$ cat src/rtl/dda_pkg.sv
// dda_pkg: shared state encoding, Q8.8 constants and wall codes for dda_stepper.
// Revision 1.0
`default_nettype none

package dda_pkg;

  typedef enum logic [2:0] {
    ST_IDLE  = 3'd0,
    ST_LOAD  = 3'd1,
    ST_STEP  = 3'd2,
    ST_FETCH = 3'd3,
    ST_WAIT  = 3'd4,
    ST_CHECK = 3'd5,
    ST_DONE  = 3'd6
  } state_t;

  localparam logic [15:0] ONE       = 16'h0100;
  localparam logic [15:0] DIST_MAX  = 16'hFFFF;
  localparam logic [3:0]  WALL_NONE = 4'h0;
  localparam logic [3:0]  WALL_OOB  = 4'hF;

  function automatic logic [15:0] sat_add(input logic [15:0] a, input logic [15:0] b);
    logic [16:0] sum;
    sum = {1'b0, a} + {1'b0, b};
    return sum[16] ? DIST_MAX : sum[15:0];
  endfunction

endpackage

`default_nettype wire

$ cat src/rtl/dda_stepper.sv
// dda_stepper: grid DDA ray walker; steps one cell per map lookup until a wall,
// the map edge or the step limit is reached. Revision 1.0
`default_nettype none

module dda_stepper
  import dda_pkg::*;
#(
  parameter int MAP_SIZE    = 24,
  parameter int MAX_STEPS   = 64,
  parameter int MAP_LATENCY = 2
) (
  input  logic        pixel_clk_in,
  input  logic        rst_n_in,
  input  logic        valid_ray_in,
  input  logic        stepX,
  input  logic        stepY,
  input  logic [15:0] posX,
  input  logic [15:0] posY,
  input  logic [15:0] sideDistX,
  input  logic [15:0] sideDistY,
  input  logic [15:0] deltaDistX,
  input  logic [15:0] deltaDistY,
  input  logic [8:0]  hcount_in,
  output logic        dda_data_ready_out,
  output logic [9:0]  map_addr_out,
  input  logic [3:0]  map_data_in,
  input  logic        ready_in,
  output logic        valid_out,
  output logic [8:0]  hcount_out,
  output logic [3:0]  wall_type_out,
  output logic        side_out,
  output logic [15:0] perp_dist_out,
  output logic [6:0]  map_x_out,
  output logic [6:0]  map_y_out
);

  localparam int CNT_W     = $clog2(MAX_STEPS + 1);
  localparam int WAIT_W    = $clog2(MAP_LATENCY + 1);
  localparam int WAIT_LAST = (MAP_LATENCY > 1) ? MAP_LATENCY - 2 : 0;
  localparam logic signed [7:0] SIZE_S = 8'(MAP_SIZE);
  localparam logic [9:0]        SIZE_A = 10'(MAP_SIZE);

  state_t state, state_nxt;

  logic               dir_x, dir_y;
  logic [7:0]         cell_x0, cell_y0;
  logic [15:0]        side_x, side_y, delta_x, delta_y;
  logic [8:0]         hcount_q;
  logic signed [7:0]  map_x, map_y;
  logic               side;
  logic [CNT_W-1:0]   step_cnt;
  logic [WAIT_W-1:0]  wait_cnt;

  logic               accept, take_x, nxt_oob, cur_oob, wall_hit, timeout, finish;
  logic signed [7:0]  nxt_x, nxt_y;
  logic [9:0]         nxt_addr;
  logic               unused_frac;

  // Only the integer part of the position seeds the walk.
  assign unused_frac = ^((posX | posY) & (ONE - 16'h0001));

  function automatic logic is_oob(input logic signed [7:0] x, input logic signed [7:0] y);
    return (x < 8'sd0) || (x >= SIZE_S) || (y < 8'sd0) || (y >= SIZE_S);
  endfunction

  assign dda_data_ready_out = (state == ST_IDLE);
  assign accept   = valid_ray_in && dda_data_ready_out;

  // Ties go to the Y axis.
  assign take_x   = side_x < side_y;
  assign nxt_x    = take_x ? map_x + (dir_x ? 8'sd1 : -8'sd1) : map_x;
  assign nxt_y    = take_x ? map_y : map_y + (dir_y ? 8'sd1 : -8'sd1);
  assign nxt_oob  = is_oob(nxt_x, nxt_y);
  assign nxt_addr = {3'b000, nxt_y[6:0]} * SIZE_A + {3'b000, nxt_x[6:0]};

  assign cur_oob  = is_oob(map_x, map_y);
  assign wall_hit = (map_data_in != WALL_NONE);
  assign timeout  = (step_cnt == CNT_W'(MAX_STEPS));
  assign finish   = cur_oob || wall_hit || timeout;

  always_ff @(posedge pixel_clk_in or negedge rst_n_in) begin
    if (!rst_n_in) state <= ST_IDLE;
    else           state <= state_nxt;
  end

  always_comb begin
    state_nxt = state;
    case (state)
      ST_IDLE:  if (accept) state_nxt = ST_LOAD;
      ST_LOAD:  state_nxt = ST_STEP;
      ST_STEP:  state_nxt = ST_FETCH;
      ST_FETCH: state_nxt = (MAP_LATENCY > 1) ? ST_WAIT : ST_CHECK;
      ST_WAIT:  if (wait_cnt == WAIT_W'(WAIT_LAST)) state_nxt = ST_CHECK;
      ST_CHECK: state_nxt = finish ? ST_DONE : ST_STEP;
      ST_DONE:  if (ready_in) state_nxt = ST_IDLE;
      default:  state_nxt = ST_IDLE;
    endcase
  end

  always_ff @(posedge pixel_clk_in or negedge rst_n_in) begin
    if (!rst_n_in) begin
      dir_x         <= 1'b0;
      dir_y         <= 1'b0;
      cell_x0       <= '0;
      cell_y0       <= '0;
      side_x        <= '0;
      side_y        <= '0;
      delta_x       <= '0;
      delta_y       <= '0;
      hcount_q      <= '0;
      map_x         <= '0;
      map_y         <= '0;
      side          <= 1'b0;
      step_cnt      <= '0;
      wait_cnt      <= '0;
      map_addr_out  <= '0;
      valid_out     <= 1'b0;
      hcount_out    <= '0;
      wall_type_out <= '0;
      side_out      <= 1'b0;
      perp_dist_out <= '0;
      map_x_out     <= '0;
      map_y_out     <= '0;
    end else begin
      case (state)
        ST_IDLE: begin
          // Capture on the handshake: upstream may change its bus afterwards.
          if (accept) begin
            dir_x    <= stepX;
            dir_y    <= stepY;
            cell_x0  <= posX[15:8];
            cell_y0  <= posY[15:8];
            side_x   <= sideDistX;
            side_y   <= sideDistY;
            delta_x  <= deltaDistX;
            delta_y  <= deltaDistY;
            hcount_q <= hcount_in;
          end
        end
        ST_LOAD: begin
          map_x    <= signed'(cell_x0);
          map_y    <= signed'(cell_y0);
          step_cnt <= '0;
        end
        ST_STEP: begin
          if (take_x) begin
            side_x <= sat_add(side_x, delta_x);
            side   <= 1'b0;
          end else begin
            side_y <= sat_add(side_y, delta_y);
            side   <= 1'b1;
          end
          map_x        <= nxt_x;
          map_y        <= nxt_y;
          map_addr_out <= nxt_oob ? 10'd0 : nxt_addr;
        end
        ST_FETCH: wait_cnt <= '0;
        ST_WAIT:  wait_cnt <= wait_cnt + WAIT_W'(1);
        ST_CHECK: begin
          if (finish) begin
            valid_out  <= 1'b1;
            hcount_out <= hcount_q;
            side_out   <= side;
            map_x_out  <= map_x[6:0];
            map_y_out  <= map_y[6:0];
            if (cur_oob || wall_hit) begin
              wall_type_out <= cur_oob ? WALL_OOB : map_data_in;
              perp_dist_out <= side ? side_y - delta_y : side_x - delta_x;
            end else begin
              wall_type_out <= WALL_NONE;
              perp_dist_out <= DIST_MAX;
            end
          end else begin
            step_cnt <= step_cnt + CNT_W'(1);
          end
        end
        ST_DONE: if (ready_in) valid_out <= 1'b0;
        default: ;
      endcase
    end
  end

endmodule

`default_nettype wire

$ cat config.mk
export PLATFORM = sky130hd
export DESIGN_NAME = dda_stepper
export DESIGN_NICKNAME = d
export VERILOG_FILES = /design/src/rtl/dda_pkg.sv /design/src/rtl/dda_stepper.sv
export SDC_FILE = /design/constraint.sdc
export NUM_CORES = 1
export LEC_CHECK = 0
export BUFFER_PORTS_ARGS = -buffer_cell sky130_fd_sc_hd__clkbuf_2
export CAP_MARGIN = 20
export CORE_UTILIZATION = 55
export DETAILED_ROUTE_END_ITERATION = 10
export PLACE_DENSITY = 0.85
export SKIP_CTS_REPAIR_TIMING = 1
export SLEW_MARGIN = 10
export SYNTH_ARGS = -nofsm -noshare
export SYNTH_HDL_FRONTEND = slang
export SYNTH_SLANG_ARGS = --single-unit
$ cat constraint.sdc
create_clock -name pixel_clk_in -period 5 [get_ports pixel_clk_in]
set_clock_uncertainty 0.2 [all_clocks]
set_input_delay 0.75 -clock pixel_clk_in [delete_from_list [all_inputs] [get_ports pixel_clk_in]]
set_output_delay 0.75 -clock pixel_clk_in [all_outputs]
set_load 0.05 [all_outputs]
==> flow_metrics.env <==
export IMPL_postLayoutCoreUtil_pct=64.84
export IMPL_fin_crit_sh_pct=87.77
export IMPL_synth_fp_nets=1514
export IMPL_num_vias=10140
export IMPL_status="completed"
export IMPL_period_minus_slack_ps=4388
export IMPL_grtUsageTotal_pct=29.89
export IMPL_tightest_slew_ps=932.6
export IMPL_grt_pass1_vias=10080
export IMPL_antenna_found_initial=1
export IMPL_startpoint_type="flop"
export IMPL_grt_pass1_wl_um=51020
export IMPL_drc=0
export IMPL_cp_arrival_ps=4540
export IMPL_antenna_cells=0
export IMPL_dp_hpwl_um=22790
export IMPL_drive_gt1_share_pct=19.22
export IMPL_overflow=0
export IMPL_area_delta_synth_final_pct=14.13
export IMPL_fp_dieW_um=147.3
export IMPL_place_ws_ps=658.7
export IMPL_io_buffers=154
export IMPL_hold_viol=0
export IMPL_final_max_slew_viol_count=0
export IMPL_setup_slack_ps=611.7
export IMPL_first_pass_iters=5
export IMPL_rows=52
export IMPL_clock_path_buffers=2
export IMPL_synth_flop_cell="dfrtp_1"
export IMPL_path_class="reg2reg"
export IMPL_placed_area_um2=12620
export IMPL_drt_iter0_markers=991
export IMPL_synth_async_reset_ratio_pct=100.0
export IMPL_clk_insertion_delay_late_ps=450
export IMPL_vias_per_cell=5.964
export IMPL_crit_fanout=10
export IMPL_nFillCells=1664
export IMPL_start_util_pct=56.81
export IMPL_cts_made_buffers=17
export IMPL_end_kind="flop"
export IMPL_die_area_um2=21690
export IMPL_synth_seq_cells=175
export IMPL_yosys_warnings=0
export IMPL_ys_types=65
export IMPL_rsz0062_at_grt="no"
export IMPL_clockRootBuffer="clkbuf_16"
export IMPL_routed_wl_um=31220
export IMPL_clock_sinks=175
export IMPL_grt_start_max_net_pins=92
export IMPL_cap_violations=0
export IMPL_finalNetCount=1643
export IMPL_clk_pin_slew_ps=80
export IMPL_synth_cells=1289
export IMPL_synth_edf_count=0
export IMPL_syn_area_um2=11610
export IMPL_ios=171
export IMPL_drtAntennaViolNets=0
export IMPL_place_gp_congestion=0.9428
export IMPL_htreeDepth=4
export IMPL_design_area_um2=13250
export IMPL_die_h_um=147.3
export IMPL_wl_per_cell_um=18.35
export IMPL_timing_setup_tns_ps=0
export IMPL_setup_violations=0
export IMPL_yosysSeqAreaShare_pct=37.73
export IMPL_relSlewSlack_pct=37.83
export IMPL_min_path_type="in2async"
export IMPL_core_um2=20430
export IMPL_cts_tree="yes"
export IMPL_syn_area_per_cell_um2=9.004
export IMPL_worst_ep_required_time_ps=5150
export IMPL_clock_fmax_ghz=0.2279
==> worst max-delay path: stages (launching register included) <==
cell and delay, ps:
dfrtp_1 450, ha_1 340, and2_1 170, o2111ai_1 140, o21ai_1 340, a21o_1 220, mux2_2 400, ha_1 230
a311o_1 360, a32oi_1 200, nand3_1 90, or4_1 760, o41ai_2 390
==> through the flow <==
step,hold slack [ps],cells
after floorplan,254.4,1289
after global routing,234.1,1701
after global placement,269.1,1668
after detailed placement,271.2,1668
after CTS,223.1,1700
final,164.5,1701
==> cells in the final DEF (no fill, tap or decap), types with 11 or more instances in the layout <==
cell type    n
dfrtp_1    175
xnor2_1     53
mux2_2      57
a31oi_1     18
o22ai_1     35
clkbuf_16   17
xor2_1      16
ha_1       103
mux2i_1     15
nand2b_1    15
a21oi_1     82
inv_1      102
and3_1      12
nor2_1      97
nor2b_1     19
nand3_1     16
nor3_1      23
o21bai_1    11
a21o_1      14
or3_1       11
o31ai_1     14
buf_4       14
o21ai_0    110
nand2_1    124
clkbuf_2   153
==> final timing paths <==
check                                 from               to  slack [ps]  cells after the start
max                              side_x[7]  map_addr_out[6]         610                     12
min                               rst_n_in       delta_x[5]         160                      1
max reg2reg                      side_x[7]  map_addr_out[6]         610                     12
min reg2reg                map_addr_out[2]  map_addr_out[2]         290                      2
max in group asynchronous         rst_n_in    hcount_out[6]        3410                      2
min in group pixel_clk_in  map_addr_out[2]  map_addr_out[2]         290                      2
==> cell usage after synthesis, drive strengths merged (3+ instances only) <==
| library cell | number | area [µm²] |
|---|---|---|
| fa | 7 | 140.1 |
| o22ai | 35 | 219.0 |
| o311a | 3 | 30.03 |
| buf | 14 | 56.30 |
| a311oi | 3 | 26.28 |
| a21oi | 84 | 424.2 |
| a211oi | 6 | 45.04 |
| a21o | 14 | 105.1 |
| nor2b | 19 | 118.9 |
| o311ai | 4 | 42.55 |
| o41ai | 5 | 58.81 |
| mux2 | 57 | 641.9 |
| clkbuf | 44 | 165.2 |
| nand3 | 16 | 80.08 |
| nand4 | 6 | 37.54 |
| a221oi | 5 | 56.31 |
| or2 | 5 | 31.28 |
| o21bai | 11 | 82.58 |
| nor4 | 3 | 18.77 |
| dfrtp | 175 | 4379 |
| o31ai | 14 | 105.1 |
| a31oi | 18 | 112.6 |
| mux2i | 15 | 150.1 |
| o211ai | 7 | 52.55 |
| nand3b | 6 | 45.04 |
| inv | 102 | 382.9 |
| nor3 | 23 | 115.1 |
| nand2 | 124 | 465.5 |
| o31a | 4 | 35.03 |
| and2 | 5 | 33.78 |
| nand2b | 15 | 93.84 |
| xor2 | 16 | 140.1 |
| o21a | 5 | 37.54 |
| o21ai | 112 | 560.5 |
| nor2 | 99 | 371.6 |
| xnor2 | 53 | 464.2 |
| ha | 103 | 1289 |
| and3 | 12 | 75.07 |
| or3 | 11 | 68.82 |
| a211o | 3 | 26.28 |
==> cell type report <==
type | instances | area (µm²) | area share [%]
clock buffers | 17 | 425.4 | 3.211
clock inverters | 15 | 195.2 | 1.473
inverters | 103 | 386.6 | 2.919
multi-input cells | 953 | 6640 | 50.13
flip-flops and latches | 175 | 4379 | 33.06
well taps | 270 | 337.8 | 2.550
repair buffers | 168 | 882.1 | 6.659
==> flip-flops by register name (all words and copies together), names as in the netlist, 8 cells and up <==
register	count
side_x	16
side_y	16
delta_y	16
cell_y0	8
perp_dist_out	16
delta_x	16
map_y	8
cell_x0	8
map_addr_out	10
hcount_q	9
hcount_out	9
map_x	8
==> per-layer routing <==
layer / global-route usage, % / wire, µm / part of all wire [%]
met2: 49.58 / 15130 / 48
met4: 11.19 / 891 / 2.9
met1: 38.60 / 12780 / 41
met5: 0 / 0 / 0
met3: 5.932 / 2412 / 7.7
==> kinds of logic (layout without fill, tap and decap cells) <==
group           Yosys count  count (layout)  synth area share, %
xor+xnor                 69              69                5.207
fa+ha+maj               112             112                12.48
flops                   175             175                37.73
simple gates            348             348                13.68
compound gates          352             352                18.83
mux                      72              72                6.824
buf+inv                 161             303                5.239
Power is left out: the tool's default activity adds up to more than one toggle a clock period on the data nets, which glitch-free logic cannot reach.
